File: src/rtl/ppu_oam_writer.sv
// PPU sprite RAM write side.
// Handles CPU OAMADDR/OAMDATA writes and the 256-byte OAM DMA.
module ppu_oam_writer (
  input  logic        clk,
  input  logic        rst,
  input  logic        oamaddr_wr,
  input  logic        oamdata_wr,
  input  logic        dma_wr,
  input  logic [7:0]  cpu_wdata,
  input  logic        in_render,
  output logic [7:0]  cpu_sprite_addr,
  output logic        cpu_halt,
  output logic        dma_busy,
  output logic [15:0] dma_bus_addr,
  output logic        dma_bus_rd,
  input  logic [7:0]  dma_bus_data,
  output logic        spram_wr_en,
  output logic [7:0]  spram_wr_addr,
  output logic [7:0]  spram_wr_data
);

  typedef enum logic [2:0] {
    IDLE,
    HALT,
    ALIGN,
    READ,
    WRITE
  } state_t;

  state_t      state_q, state_d;
  logic        parity_q;
  logic [7:0]  page_q, page_d;
  logic [8:0]  cnt_q, cnt_d;
  logic [7:0]  addr_q, addr_d;
  logic        halt_q, halt_d;
  logic        rd_q, rd_d;
  logic [15:0] bus_addr_q, bus_addr_d;
  logic        wr_en_q, wr_en_d;
  logic [7:0]  wr_addr_q, wr_addr_d;
  logic [7:0]  wr_data_q, wr_data_d;

  always_ff @(posedge clk or negedge rst) begin
    if (!rst) begin
      state_q    <= IDLE;
      parity_q   <= 1'b0;
      page_q     <= 8'h00;
      cnt_q      <= 9'h000;
      addr_q     <= 8'h00;
      halt_q     <= 1'b0;
      rd_q       <= 1'b0;
      bus_addr_q <= 16'h0000;
      wr_en_q    <= 1'b0;
      wr_addr_q  <= 8'h00;
      wr_data_q  <= 8'h00;
    end else begin
      state_q    <= state_d;
      parity_q   <= ~parity_q;
      page_q     <= page_d;
      cnt_q      <= cnt_d;
      addr_q     <= addr_d;
      halt_q     <= halt_d;
      rd_q       <= rd_d;
      bus_addr_q <= bus_addr_d;
      wr_en_q    <= wr_en_d;
      wr_addr_q  <= wr_addr_d;
      wr_data_q  <= wr_data_d;
    end
  end

  always_comb begin
    state_d    = state_q;
    page_d     = page_q;
    cnt_d      = cnt_q;
    addr_d     = addr_q;
    wr_en_d    = 1'b0;
    wr_addr_d  = wr_addr_q;
    wr_data_d  = wr_data_q;
    rd_d       = 1'b0;
    bus_addr_d = bus_addr_q;
    unique case (state_q)
      IDLE: begin
        if (oamaddr_wr) begin
          addr_d = cpu_wdata;
        end else if (oamdata_wr && !in_render) begin
          wr_en_d   = 1'b1;
          wr_addr_d = addr_q;
          wr_data_d = cpu_wdata;
          addr_d    = addr_q + 8'd1;
        end
        if (dma_wr) begin
          page_d  = cpu_wdata;
          cnt_d   = 9'h000;
          state_d = HALT;
        end
      end
      HALT:  state_d = parity_q ? ALIGN : READ;
      ALIGN: state_d = READ;
      READ:  state_d = WRITE;
      WRITE: begin
        cnt_d   = cnt_q + 9'd1;
        state_d = cnt_d[8] ? IDLE : READ;
      end
      default: state_d = IDLE;
    endcase
    // Outputs are registered against the state being entered
    halt_d = (state_d != IDLE);
    if (state_d == READ) begin
      rd_d       = 1'b1;
      bus_addr_d = {page_d, cnt_d[7:0]};
    end
    if (state_d == WRITE) begin
      wr_en_d   = 1'b1;
      wr_addr_d = addr_q + cnt_d[7:0];
    end
  end

  assign cpu_sprite_addr = addr_q;
  assign cpu_halt        = halt_q;
  assign dma_busy        = halt_q;
  assign dma_bus_rd      = rd_q;
  assign dma_bus_addr    = bus_addr_q;
  assign spram_wr_en     = wr_en_q;
  assign spram_wr_addr   = wr_addr_q;
  // Bus data only arrives in the WRITE cycle, so it bypasses the data register
  assign spram_wr_data   = (state_q == WRITE) ? dma_bus_data : wr_data_q;

endmodule
File: config.mk
export PLATFORM = sky130hd
export DESIGN_NAME = ppu_oam_writer
export DESIGN_NICKNAME = d
export VERILOG_FILES = /design/src/rtl/ppu_oam_writer.sv
export SDC_FILE = /design/constraint.sdc
export NUM_CORES = 1
export LEC_CHECK = 0
export ABC_AREA = 1
export BUFFER_PORTS_ARGS = -buffer_cell sky130_fd_sc_hd__buf_2
export CAP_MARGIN = 20
export CORE_MARGIN = 3
export CORE_UTILIZATION = 55
export CTS_CLUSTER_DIAMETER = 200
export CTS_CLUSTER_SIZE = 40
export DETAILED_ROUTE_END_ITERATION = 10
export PLACE_DENSITY = 0.8
export SETUP_SLACK_MARGIN = 0.4
export SKIP_LAST_GASP = 1
export SLEW_MARGIN = 10
export SYNTH_ARGS = -nofsm -noshare
export SYNTH_HDL_FRONTEND = slang
export SYNTH_SLANG_ARGS = --single-unit
File: constraint.sdc
create_clock -name clk -period 3.4 [get_ports clk]
set_input_delay 0 -clock clk [delete_from_list [all_inputs] [get_ports clk]]
set_output_delay 0 -clock clk [all_outputs]
set_load 0.01 [all_outputs]
; After elaboration in Yosys (flattened, before gate mapping)
; Index checks and enable logic that the tools add are counted.
[classes]
muxes = 20
reduce_logical = 12
bitwise = 2
eq_ne = 8
n_addsub = 3
[ops]
columns = operator, n
row1 = $mux 8, 9
row2 = $pmux 9 s2, 1
row3 = $pmux 3 s5, 1
row4 = $add 9x1->9 const B, 1
row5 = $eq 3x2->1 const B, 3
row6 = $mux 9, 1
row7 = $add 8x1->8 const B, 1
row8 = $add 8x8->8, 1
row9 = $reduce_bool 2->1, 4
row10 = $eq 3x3->1 const B, 2
row11 = $mux 1, 6
row12 = $reduce_and 3->1, 2
row13 = $reduce_and 2->1, 2
row14 = $eq 3x1->1 const B, 1
row15 = $logic_not 3->1, 1
row16 = $mux 3, 1
row17 = $reduce_bool 3->1, 1
row18 = $mux 2, 1
row19 = $ne 2x1->1 const B, 1
row20 = $ne 2x2->1 const B, 1
row21 = $not 1->1, 2
row22 = $logic_and 1x1->1, 1
row23 = $logic_not 1->1, 1
[totals]
regBits = 64
output_inout_bits = 44

; Longest topological paths before layout
; Gate-level depths: netlist of the first run.
[logic_depth]
depth_word = 6
ltp_mapped = 18
mapped_depth_nobuf = 18

; Worst setup path before layout of the first run
; Ideal clock, no wire load.
[synth_path]
path_type = flip-flop to flip-flop
startpoint = register state_q[0]
endpoint = register wr_addr_q[6] (netlist: spram_wr_addr[6])
setup_time_ns = 0.116
path_stages_with_launch = 18
arrival_ns = 2.245
slack_ns = 1.038
synth_period_minus_slack_ns = 2.362
n_path_buf = 0
path_cell_list = dfrtp_1 nor2_1 nand2_1 nor2_2 nor2_1 nand2_1 o21ai_0 ha_1 fa_1 nand3_1 nand2_1 nand2_1 nand2_1 nand2_1 a21oi_1 nand3b_1 nand2_1 nand2_1
[synth_via]
elab_cells_between_ends = 15
cone_classes = add/sub: 1 / eq/ne: 6 / mux: 4 / reduce/logical: 4
[synth_rtl]
columns = item, line
row1 = start: declaration, 30  ; state_t state_q, state_d;
row2 = start signal: assignment, 56  ; state_q <= state_d;
row3 = $eq 3x3->1 or $logic_not 3->1 (tied branches), 80  ; unique case (state_q)
row4 = $pmux 9 s2 (*), 80
row5 = net cnt_d[0], 33  ; logic [8:0] cnt_q, cnt_d;
row6 = $add 8x8->8 (*), 113  ; wr_addr_d = addr_q + cnt_d[7:0];
row7 = $mux 8 (*), 111  ; if (state_d == WRITE) begin
row8 = end signal: assignment, 65  ; wr_addr_q <= wr_addr_d;
row9 = end: declaration, 39  ; logic [7:0] wr_addr_q, wr_addr_d;
; Mark *: on every way through the listed nets, which the timed path passes. The rest lies on a longest branch.
; A chain may end at the register's enable or synchronous reset.

; Final worst setup path of the first run
; Same ends and word-level chain as after synthesis.

==> results_dict.tcl, run 1 <==
set metrics [dict create \
    relSlewSlack 0.409 \
    cts_buffers 9 \
    fill_cells 462 \
    drv_slew 0 \
    ioPinCount 66 \
    skew_ns 0.0157 \
    peakVddDrop_v 0.000468 \
    port_buffers 65 \
    tightest_slew_ns 0.886 \
    grt_pass1_wl_mm 13.6 \
    powerDensity_nw_per_um2 858 \
    synthTopCellsByArea "dfrtp_1, nand2_1, o21ai_0, inv_1, ha_1" \
    area_growth_pct 20.7 \
    power_leakage_nw 2.14 \
    root_buffer "clkbuf_8" \
    post-cts-setup-buffers 0 \
    path_clk_slew_ns 0.08 \
    startpoint_type "flop" \
    critical_path_class "reg2reg" \
    cp-end-kind "flop" \
    clock_latency_ns 0.35 \
    rsz0062_at_grt "no" \
    die_y_um 83.1 \
    synth-seq-cells 64 \
    syn_area_um2 3270 \
    min_to "cpu_sprite_addr[4]$_DFFE_PN0P_" \
    synth_top_area_cell "dfrtp_1" \
    fin_crit_sh 0.818 \
    die_x_um 83.1 \
    timing.reg2reg.setup_slack_ns 0.62 \
    finalHoldViolations 0 \
    grt_pass1_vias 2873 \
    fin_util 0.698 \
    reg2reg_to "spram_wr_addr[6]$_DFFE_PN0P_" \
    setup_viol 0 \
    rows 27 \
    r2r_start "state_q[0]$_DFF_PN0_" \
    antenna_found_initial 0 \
    drc 0 \
    cts_sinks 64 \
    firstDrtPassIters 5 \
    overflow 0 \
    critPathMostFrequentCell "nand2_1" \
    grt_start_max_net_pins 40 \
    ys.warnings.count 0 \
    max-cap-violations 0 \
    multi_input_area_um2 1410 \
    initialDrtViolationCount 224 \
    hpwl_mm 5.63 \
    syn_inst 399 \
    crit_arrival_ns 3.03 \
    min_path_type "in2reg" \
    vias 2978 \
    hold_depth 3 \
    die-area_um2 6900 \
    cp.required_ns 3.65 \
    cts_tree "yes" \
    syn_area_per_cell_um2 8.18 \
    synth_cell_types 34 \
    area.sequential_um2 1600 \
    gp_congestion 0.933 \
    grt_use_total 0.246 \
    h-tree-depth 3 \
    drt-vias-per-instance 5.40 \
    drtAntennaViolNets 0 \
    seq_area_frac_synth 0.490 \
    core_um2 5640 \
    synth_top_area_frac 0.490 \
    crit_chain "nor2_1 -> nand2_2 -> nor2_4 -> nor2_1 -> nand2_1 -> o21ai_0 -> ha_1 -> fa_1 -> nand3_1 -> nand2_1 -> nand2_1 -> nand2_1 -> nand2_1 -> a21oi_1 -> nand3b_1 -> nand2_1 -> nand2_1" \
    nNetsFinal 507 \
    n_antenna_cell 0 \
    reg2regPathDepth 17 \
    max_stage_delay_ns 0.41 \
    status "complete, no violations" \
    power.total_mw 3.38 \
    crit_path_max_fanout 5 \
    start_util 0.579 \
    slowest_stage "dfrtp_1" \
    hp-start "oamaddr_wr" \
    holdWs_ns 0.0695 \
    layout-drive-gt1-share 0.219 \
    clock.fmax_mhz 360 \
    wl_mm 8.08 \
    mappedNetlistNets 432 \
    cts_buffer_depth 2 \
    tns_ns 0 \
    fin_crit_ns 2.78 \
    wl_per_cell_um 14.7 \
]
-- flip-flops by register name (all words and copies together) (netlist names), 3 cells and up --
register,flops
cnt_q,9
wr_data_q,8
page_q,8
cpu_sprite_addr,8
state_q,3
spram_wr_addr,8
dma_bus_addr,16
-- worst max-delay path: cells and delay by family, from the launching register on --
family	cells	cell delay, ns
AND/OR/NAND/NOR	13	1.36
flip-flops	1	0.41
adder cells (fa/ha/maj)	2	0.68
AO/OA/AOI/OAI	2	0.23
-- logic make-up (layout without fill, tap and decap cells) --
kind of cell / count (synthesis) / in the layout / synth area share
xor gates and xnor gates: 6 / 6 / 0.0161
buffers and inverters: 58 / 138 / 0.0801
adders and majority gates: 11 / 11 / 0.0444
DFF: 64 / 64 / 0.490
AOI/OAI and AO/OA: 69 / 69 / 0.113
and+or+nand+nor: 191 / 191 / 0.256
-- worst max path at each step --
stage / startpoint / endpoint / cells after the start
after floorplan: state_q[0]$_DFF_PN0_ / spram_wr_addr[6]$_DFFE_PN0P_ / 17
after global placement: state_q[0]$_DFF_PN0_ / spram_wr_addr[6]$_DFFE_PN0P_ / 17
after detailed placement: state_q[0]$_DFF_PN0_ / spram_wr_addr[6]$_DFFE_PN0P_ / 17
after CTS: state_q[0]$_DFF_PN0_ / spram_wr_addr[6]$_DFFE_PN0P_ / 17
after global routing: state_q[0]$_DFF_PN0_ / spram_wr_addr[6]$_DFFE_PN0P_ / 17
final: state_q[0]$_DFF_PN0_ / spram_wr_addr[6]$_DFFE_PN0P_ / 17
-- report_power, final --
part / switching [mW] / leakage [nW] / internal, mW
Sequential: 0.204 / 0.810 / 1.04
Clock: 0.330 / 0.110 / 0.420
Combinational: 0.871 / 1.22 / 0.511
Total: 1.40 / 2.14 / 1.98
-- what timing repair did --
action                                  CTS  global route
hold buffers                              9             0
endpoints found under the setup margin    0             1
resized for setup                         0             4
hold endpoints to repair                 51             0
-- cell type report --
type | count | area share
Sequential cell | 64 | 0.406
Inverter | 45 | 0.0441
Clock buffer | 9 | 0.0314
Clock inverter | 7 | 0.0260
Multi-Input combinational cell | 277 | 0.358
Tap cell | 72 | 0.0229
Timing Repair Buffer | 77 | 0.111
-- layer usage --
layer | track usage | wire length, um
met1 | 0.322 | 3490
met2 | 0.398 | 3900
met3 | 0.0506 | 469
met4 | 0.103 | 210
met5 | 0 | 0
-- synthesized netlist by cell type --
cell type  number
nand3_1        25
inv_1          39
buf_4           2
a22oi_1         1
nor3_1          4
nand2_4         1
o31ai_1         1
nand2_1       129
or2_4           1
a21oi_1        18
fa_1            1
o22ai_1         2
nor2_1         15
nand3_2         7
xor2_1          6
clkinv_1        1
o21ai_0        40
nor3_2          1
nand4_1         3
o21ai_1         1
or2_2           2
inv_2           5
a31oi_1         1
buf_2           4
nand3b_1        1
ha_1           10
buf_12          1
a21oi_2         1
nor2_2          2
clkbuf_1        4
buf_6           2
o21a_1          1
o211ai_1        3
dfrtp_1        64
-- stage by stage --
step           setup WS, ns  area [um^2]  std cells
2_1_floorplan          1.04         3270        399
3_3_place_gp          0.678         3610        526
3_5_place_dp          0.642         3610        526
4_1_cts               0.574         3930        551
5_1_grt               0.394         3940        551
6_report              0.620         3940        551
-- cell usage in the layout (no fill, tap or decap), types with 2 or more instances in the layout --
master and instances:
o21ai_0 40, nand3_2 7, bufinv_16 2, nand2_1 128, or2_2 2, dlygate4sd3_1 9, clkbuf_8 9, nand3_1 25
buf_4 3, inv_2 4, inv_6 2, o211ai_1 3, a21oi_1 18, nand4_1 3, ha_1 10, xor2_1 6
buf_2 65, dfrtp_1 64, clkinv_4 3, o22ai_1 2, inv_1 39, nor2_1 15, nor3_1 4
No activity file was read; power rests on OpenSTA's default activity.
==> inputs of run 2 (changes only) <==
clock period = 2.7 ns   (was 3.4 ns; I/O delays follow)
==> results_dict.tcl, run 2 (synthesis results as in run 1) <==
set metrics [dict create \
    vias 3092 \
    drtAntennaViolNets 0 \
    power_leakage_nw 2.24 \
    cts_sinks 64 \
    wl_mm 8.82 \
    critical_path_class "reg2reg" \
    multi_input_area_um2 1570 \
    setup_viol 0 \
    layout-drive-gt1-share 0.314 \
    drv_slew 0 \
    power.total_mw 4.51 \
    initialDrtViolationCount 243 \
    drc 0 \
    grt_use_total 0.257 \
    min_path_type "in2reg" \
    grt_pass1_wl_mm 14.2 \
    cp.required_ns 2.93 \
    crit_arrival_ns 2.68 \
    fin_crit_ns 2.45 \
    layout_common_cells "nand2_1, buf_2, dfrtp_1, inv_1, o21ai_0" \
    holdWs_ns -0.00329 \
    wl_per_cell_um 15.4 \
    fin_cells 572 \
    overflow 0 \
    fill_cells 399 \
    finalHoldViolations 1 \
    status "finished, violations left" \
    die_x_um 83.1 \
    cp-end-kind "flop" \
    tns_ns 0 \
    crit_path_start "cnt_q[0]$_DFF_PN0_" \
    rsz0062_at_grt "yes" \
    largest_reg_flops 16 \
    dp.cells 532 \
    fin_crit_sh 0.906 \
    powerDensity_nw_per_um2 1060 \
    max-cap-violations 0 \
    clock.fmax_mhz 409 \
    antenna_found_initial 0 \
    path_clk_slew_ns 0.08 \
    area.sequential_um2 1600 \
    tightest_slew_ns 0.590 \
    relSlewSlack 0.607 \
    reg2regPathDepth 14 \
    fin_util 0.756 \
    r2r_start "cnt_q[0]$_DFF_PN0_" \
    cts_buffers 9 \
    die-area_um2 6900 \
    skew_ns 0.0105 \
    firstDrtPassIters 5 \
    start_util 0.579 \
    hold_depth 3 \
    rows 27 \
    crit_path_max_fanout 4 \
    core_um2 5640 \
    ioPinCount 66 \
    grt_start_max_net_pins 48 \
    area_growth_pct 30.6 \
    clock_latency_ns 0.34 \
    drt-vias-per-instance 5.41 \
    startpoint_type "flop" \
    root_buffer "clkbuf_8" \
    hpwl_mm 5.93 \
    timing.final.ws_setup_ns 0.253 \
    n_antenna_cell 0 \
    final_common_cell "nand2_1" \
    post-place-ws_ns 0.106 \
    peakVddDrop_v 0.000722 \
    cts_buffer_depth 2 \
    hp-start "cpu_wdata[6]" \
    cts_tree "yes" \
    gp_congestion 0.897 \
    violations "negative hold slack" \
    die_y_um 83.1 \
    grt_pass1_vias 3048 \
    h-tree-depth 3 \
    port_buffers 65 \
    nNetsFinal 528 \
]
run 2: cell count changes in the layout (fill, tap and decap cells not counted), sizes merged:
cell	before	now
buf	68	91
clkbuf	9	10
clkinv	4	3
bufinv	2	1
dlygate4sd3	9	7
clkinvlp	1	2
run 2: path summary, 6_finish.rpt:
check / slack [ns] / endpoint
min in group asynchronous: 0.12 / cpu_sprite_addr[7]$_DFFE_PN0P_
max: 0.25 / spram_wr_addr[7]$_DFFE_PN0P_
max reg2reg: 0.25 / spram_wr_addr[7]$_DFFE_PN0P_
min reg2reg: 0.43 / parity_q$_DFF_PN0_
min: -0.003 / wr_data_q[6]$_DFFE_PN0P_
max in group asynchronous: 1.65 / wr_data_q[0]$_DFFE_PN0P_
run 2: metal layers:
layer	up-vias	global-route usage	wire, um
li1	1478	-	-
met1	1486	0.326	3750
met2	110	0.431	4340
met3	18	0.0526	521
met4	0	0.0981	209
met5	-	0	0
run 2: through the flow:
stage / hold slack, ns / area, um^2
after global routing: 0.0118 / 4260
final: -0.00329 / 4260
after detailed placement: -0.0384 / 3670
after floorplan: -0.296 / 3280
after CTS: 0.00239 / 4150
after global placement: -0.0493 / 3670
run 2: area by class of cell:
cell class              count  share of cell area
clock buffers              10              0.0323
well taps                  72              0.0211
clock inverters             6              0.0158
flip-flops and latches     64               0.376
inverters                  45              0.0414
repair buffers             98               0.145
multi-input cells         277               0.369
run 2: what timing repair did:
action / CTS / global route
hold buffers: 7 / 0
gates resized for setup: 22 / 21
buffers inserted: 12 / 5
setup endpoints to repair: 5 / 5
pin swaps: 11 / 7
endpoints found under the hold margin: 26 / 0
gates cloned: 0 / 0
run 2: critical path, stage by stage (launching register included):
cell and delay (ns):
dfrtp_1 0.40, ha_2 0.21, nand2_1 0.07, nor2_2 0.18, nand4_1 0.16, o21ai_2 0.27
ha_4 0.26, a21oi_1 0.18, nand2_1 0.11, a21oi_2 0.14, nand3_1 0.12, nand3_1 0.09
nand2_1 0.05, nand3_1 0.06, nand2_1 0.05
run 2: report_power, final:
group | total, mW | internal (mW) | switching (mW)
clock | 0.857 | 0.454 | 0.403
sequential | 1.60 | 1.31 | 0.285
combinational | 2.05 | 0.843 | 1.21
total | 4.51 | 2.61 | 1.90
